File: config.mk
export PLATFORM = sky130hd
export DESIGN_NAME = aes256_mixcolumns_iter
export DESIGN_NICKNAME = d
export VERILOG_FILES = /design/src/rtl/aes256_mixcolumns_iter_pkg.sv /design/src/rtl/aes256_mixcolumn_col.sv /design/src/rtl/aes256_mixcolumns_iter.sv
export SDC_FILE = /design/constraint.sdc
export NUM_CORES = 1
export LEC_CHECK = 0
export CAP_MARGIN = 0
export CORE_ASPECT_RATIO = 1.5
export CORE_UTILIZATION = 50
export CTS_CLUSTER_DIAMETER = 80
export CTS_CLUSTER_SIZE = 24
export DETAILED_ROUTE_END_ITERATION = 10
export DONT_BUFFER_PORTS = 1
export SLEW_MARGIN = 0
export SYNTH_ARGS = -nofsm -noshare
export SYNTH_HDL_FRONTEND = slang
export SYNTH_SLANG_ARGS = --single-unit
File: constraint.sdc
create_clock -name clk_i -period 5.1 [get_ports clk_i]
set_clock_uncertainty 0.1 [all_clocks]
set_input_delay 0.765 -clock clk_i [delete_from_list [all_inputs] [get_ports clk_i]]
set_output_delay 0.765 -clock clk_i [all_outputs]
set_load 0.01 [all_outputs]
File: src/rtl/aes256_mixcolumns_iter_pkg.sv
// Shared constants for the iterative MixColumns engine: mode codes, FSM encoding
// and the GF(2^8) doubling helper.
package aes256_mixcolumns_iter_pkg;

  localparam logic MODE_ENC = 1'b0;
  localparam logic MODE_DEC = 1'b1;

  typedef enum logic [1:0] {
    ST_IDLE = 2'd0,
    ST_RUN  = 2'd1,
    ST_DONE = 2'd2
  } state_e;

  // Reduction term of x^8 modulo x^8 + x^4 + x^3 + x + 1
  localparam logic [7:0] GF_RED = 8'h1B;

  function automatic logic [7:0] xtime(input logic [7:0] b);
    return {b[6:0], 1'b0} ^ (b[7] ? GF_RED : 8'h00);
  endfunction

endpackage

File: src/rtl/aes256_mixcolumn_col.sv
// Combinational single-column MixColumns / InvMixColumns built from xtime chains.
module aes256_mixcolumn_col
  import aes256_mixcolumns_iter_pkg::*;
(
  input  logic        mode_i,
  input  logic [31:0] col_i,
  output logic [31:0] col_o
);

  logic [7:0] a  [4];
  logic [7:0] m2 [4];
  logic [7:0] m4 [4];
  logic [7:0] m8 [4];

  always_comb begin
    col_o = '0;
    for (int i = 0; i < 4; i++) begin
      a[i]  = col_i[31-8*i -: 8];
      m2[i] = xtime(a[i]);
      m4[i] = xtime(m2[i]);
      m8[i] = xtime(m4[i]);
    end
    // 0E = 8^4^2, 0B = 8^2^1, 0D = 8^4^1, 09 = 8^1
    for (int i = 0; i < 4; i++) begin
      if (mode_i == MODE_ENC)
        col_o[31-8*i -: 8] = m2[i] ^ m2[(i+1)%4] ^ a[(i+1)%4] ^ a[(i+2)%4] ^ a[(i+3)%4];
      else
        col_o[31-8*i -: 8] = (m8[i] ^ m4[i] ^ m2[i])
                           ^ (m8[(i+1)%4] ^ m2[(i+1)%4] ^ a[(i+1)%4])
                           ^ (m8[(i+2)%4] ^ m4[(i+2)%4] ^ a[(i+2)%4])
                           ^ (m8[(i+3)%4] ^ a[(i+3)%4]);
    end
  end

endmodule

File: src/rtl/aes256_mixcolumns_iter.sv
// Iterative MixColumns/InvMixColumns engine, COLS_PER_CYCLE columns per beat,
// valid/ready on both sides, per-transaction mode latch and last-round bypass.
//   state   | meaning
//   ST_IDLE | empty, ready for a new state
//   ST_RUN  | transforming columns, one beat per clock
//   ST_DONE | result held on state_o until downstream takes it
module aes256_mixcolumns_iter
  import aes256_mixcolumns_iter_pkg::*;
#(
  parameter int COLS_PER_CYCLE = 1
) (
  input  logic         clk_i,
  input  logic         rst_i,
  input  logic         valid_i,
  output logic         ready_o,
  input  logic         mode_i,
  input  logic         bypass_i,
  input  logic [127:0] state_i,
  output logic         valid_o,
  input  logic         ready_i,
  output logic [127:0] state_o,
  output logic         busy_o
);

  localparam int NUM_BEATS = 4 / COLS_PER_CYCLE;
  localparam logic [1:0] LAST_BEAT = 2'(NUM_BEATS - 1);

  if (!(COLS_PER_CYCLE == 1 || COLS_PER_CYCLE == 2 || COLS_PER_CYCLE == 4)) begin : g_bad_cols
    $error("COLS_PER_CYCLE must be 1, 2 or 4");
  end

  state_e                      state_q;
  logic [1:0]                  cnt_q;
  logic [127:0]                data_q;
  logic [127:0]                data_d;
  logic                        mode_q;
  logic                        valid_q;
  logic [32*COLS_PER_CYCLE-1:0] lane_out;
  logic                        accept;

  for (genvar j = 0; j < COLS_PER_CYCLE; j++) begin : g_lane
    logic [31:0] col_in;
    always_comb begin
      col_in = '0;
      for (int b = 0; b < NUM_BEATS; b++)
        if (cnt_q == 2'(b)) col_in = data_q[127-32*(b*COLS_PER_CYCLE+j) -: 32];
    end
    aes256_mixcolumn_col u_col (
      .mode_i(mode_q),
      .col_i (col_in),
      .col_o (lane_out[32*j +: 32])
    );
  end

  // Column g belongs to beat g/C and is computed by lane g%C.
  for (genvar g = 0; g < 4; g++) begin : g_col
    localparam int         LANE = g % COLS_PER_CYCLE;
    localparam logic [1:0] BEAT = 2'(g / COLS_PER_CYCLE);
    assign data_d[127-32*g -: 32] = (cnt_q == BEAT) ? lane_out[32*LANE +: 32]
                                                    : data_q[127-32*g -: 32];
  end

  assign ready_o = !rst_i && ((state_q == ST_IDLE) || ((state_q == ST_DONE) && ready_i));
  assign accept  = valid_i && ready_o;
  assign valid_o = valid_q;
  assign state_o = data_q;
  assign busy_o  = (state_q != ST_IDLE);

  always_ff @(posedge clk_i or posedge rst_i) begin
    if (rst_i) begin
      state_q <= ST_IDLE;
      cnt_q   <= '0;
      data_q  <= '0;
      mode_q  <= MODE_ENC;
      valid_q <= 1'b0;
    end else if (accept) begin
      data_q  <= state_i;
      mode_q  <= mode_i;
      cnt_q   <= '0;
      state_q <= bypass_i ? ST_DONE : ST_RUN;
      valid_q <= bypass_i;
    end else begin
      case (state_q)
        ST_RUN: begin
          data_q <= data_d;
          cnt_q  <= cnt_q + 2'd1;
          if (cnt_q == LAST_BEAT) begin
            state_q <= ST_DONE;
            valid_q <= 1'b1;
          end
        end
        ST_DONE: begin
          if (ready_i) begin
            state_q <= ST_IDLE;
            valid_q <= 1'b0;
          end
        end
        ST_IDLE: ;
        default: begin
          state_q <= ST_IDLE;
          valid_q <= 1'b0;
        end
      endcase
    end
  end

endmodule
==> reports/results.tsv <==
stage	metric	value	unit
run_status	status	finished clean	
sta	final hold vios	0	
setup_path	flop2flop setup slack	0.68	ns
die	num rows	62	
drt	via count	8140	
drt	Metal-1 WL	13100	um
die	die width	116	um
synth	Post-Syn Instances	1043	
sta	Max-slew headroom	0.350	
sta	Pins Over Slew Limit	0	
synth	EDFF count, synth	0	
die	I/O pins	265	
synth	prevailing post-synth register cell	dfrtp_1	
finish	Syn-to-layout area delta	7.94	%
global_routing	total gr overflow	0	
synth	Mapped Area	0.00981	mm2
finish	fraction of layout cells with a size suffix above 1	0.115	
setup_path	highest cell delay on the worst timing path	0.59	ns
sta	setup tns final	0	ns
clock_network	TritonCTS Sinks	133	
setup_path	Reg-to-Reg Start	cnt_q[1]	
drt	DR WL met2	17000	um
synth	Seq/Total Area, Yosys	0.339	
sta	fmax	226	MHz
global_routing	largest net degree at the start of global routing	75	
clock_network	Longest Clk Path Bufs	2	
drt	vias per std cell	6.35	
die	initial core utilization	0.512	
drt	WL final	33700	um
clock_network	Post-CTS Setup Bufs	0	
synth	Avg Cell Area, Syn	9.41	um2
clock_network	Clock transition at path regs	0.06	ns
min_path	worst hold path type	in2reg	
drt	post-route antenna net violation count	0	
finish	# nets final	1150	
drt	DR top layer	met4	
global_routing	first-pass GRT wire length	50400	um
synth	Async SR Flop Fraction	1.00	
flow_run	MaxCap Viol Count	0	
finish	n_diodes	0	
setup_path	critical path class	reg2reg	
finish	Util after Layout	0.553	
synth	Net Count, Synth	1181	
die	Die ar.	0.0202	mm2
drt	# DRC	0	
clock_network	clock root buffer	clkbuf_16	
setup_path	R2R cell count	12	
die	Chip Height	174	um
global_routing	vias in the first global route	8038	
synth	Yosys Warn Count	0	
placement	hpwl dp	25100	um
setup_path	worst path cell trace	inv_1, ha_2, buf_4, a211oi_1, a211oi_2, xnor2_1, xnor3_2, xnor3_1, nand2_1, xnor2_1, nor2_1, o21ai_0	
global_routing	initial antenna violation count	0	
drt	Initial DRT Pass Iterations	5	
sta	Worst Tran Pin Value	0.971	ns
drt	Detail Route met3 WL	2170	um
die	core area	0.0192	mm2
clock_network	total CTS buffers	17	
clock_network	CTS tree	built	
setup_path	Critical Path End Type	flop	
placement	Placer Congestion	0.938	
global_routing	Tot GR Track Use	0.339	
clock_network	H-tree depth	4	
sta	fin crit share	0.866	
setup_path	worst-path maximum fanout	32	
setup_path	Crit path arrival time	4.67	ns
setup_path	Crit path top cell by count	xnor2_1	
synth	Yosys reg bits	133	
setup_path	CP max stage cell	ha_2	
clock_network	clock latency on the worst-skew pair	0.44	ns
sta	crit path time final	4.42	ns
synth	Netlist cell types	78	
min_path	WHS Endpoint	state_q[0]	
placement	PortBufs	0	
min_path	Hold Path Stages	1	
drt	wire per inst	26.3	um
min_path	hold path start	bypass_i	
setup_path	Startpoint Class	flop	
sta	Final setup viols	0	
sta	RSZ-0062 raised after global routing	no	
setup_path	CP required	5.36	ns
setup_path	Worst R2R End	state_o[30]	
drt	Iteration-0 DRC Markers	543	
flip-flops by register name, summed over array words and instances (netlist names):
| register | flops |
|---|---|
| state_o | 128 |
| cnt_q | 2 |
| state_q | 2 |
| mode_q | 1 |
worst max-delay path: cells and delay by family (launching register included):
family,cells,cell delay (ns)
AOI/OAI and AO/OA,3,0.80
xor gates and xnor gates,4,1.81
adders and majority gates,1,0.59
buffers and inverters,2,0.43
DFF,1,0.40
and+or+nand+nor,2,0.19
final cells by class:
class | count | area [um2]
fill | 1788 | 8570
multi-input combinational | 821 | 6070
clock buffer | 20 | 457
sequential | 133 | 3330
timing repair buffer | 31 | 248
tap | 256 | 320
clock inverter | 12 | 129
inverter | 8 | 37.5
how the worst max path moves through the flow:
stage             start  slack [ns]          end
3_3_place_gp   cnt_q[1]        0.78  state_o[91]
3_5_place_dp   cnt_q[1]        0.71  state_o[30]
4_1_cts        cnt_q[1]        0.67  state_o[30]
6_report       cnt_q[1]        0.68  state_o[30]
2_1_floorplan     rst_i        0.68     cnt_q[0]
5_1_grt        cnt_q[1]        0.37  state_o[30]
cell usage after synthesis (7+ instances only):
cell type,count,area share
o22ai_1,11,0.0070
o21ai_1,17,0.0087
nor2_1,37,0.014
a221o_1,22,0.022
o21a_1,25,0.019
and2_1,11,0.0070
o21ai_0,75,0.038
and3_1,60,0.038
nand3b_1,19,0.015
buf_6,7,0.0080
a21o_1,13,0.0099
mux2i_1,13,0.013
inv_1,7,0.0027
a22oi_1,20,0.015
nand2_1,73,0.028
nor3b_1,14,0.011
a21oi_1,75,0.038
dfrtp_1,133,0.34
xor2_1,32,0.029
xnor2_2,8,0.013
a211oi_1,22,0.017
nor3_1,7,0.0036
o211ai_1,19,0.015
buf_2,11,0.0056
xnor2_1,137,0.12
nor2b_1,15,0.0096
xnor3_1,12,0.028
clkbuf_1,54,0.021
layout by cell type, fill, tap and decap left out, types with 20 or more instances in the layout:
cell / instances
xnor2_1: 137
dfrtp_1: 133
o21ai_0: 75
a21oi_1: 75
nand2_1: 72
and3_1: 60
nor2_1: 37
xor2_1: 32
buf_4: 29
o21a_1: 25
a211oi_1: 22
a221o_1: 22
a22oi_1: 20
what timing repair did:
item / CTS / global route
endpoints found under the hold margin: 18 / 0
resized for setup: 0 / 0
hold buffers: 1 / 0
kinds of logic (layout without fill, tap and decap cells):
group	count (synthesis)	after routing	share of synthesized area
multiplexers	15	15	0.0161
flip-flops	133	133	0.339
XOR/XNOR	192	192	0.199
adder cells (fa/ha/maj)	4	4	0.00510
AO/OA/AOI/OAI	345	345	0.245
AND/OR/NAND/NOR	265	265	0.152
buffers and inverters	89	71	0.0435
per-stage QoR:
stage / instance area, um2 / instances / setup WS, ns / hold slack (ns)
6_report: 10600 / 1281 / 0.685 / 0.334
5_1_grt: 10600 / 1281 / 0.368 / 0.332
4_1_cts: 10600 / 1281 / 0.671 / 0.313
3_5_place_dp: 10000 / 1248 / 0.709 / 0.456
3_3_place_gp: 10000 / 1248 / 0.781 / 0.447
2_1_floorplan: 9810 / 1043 / 0.681 / 0.388
routing by layer:
layer  GRT usage  up-vias
li1            -     3707
met1       0.408     4051
met2       0.565      304
met3      0.0755       78
met4       0.160        0
met5           0        -
Power is left out: the tool's default activity adds up to more than one toggle a clock period on the data nets, which glitch-free logic cannot reach.
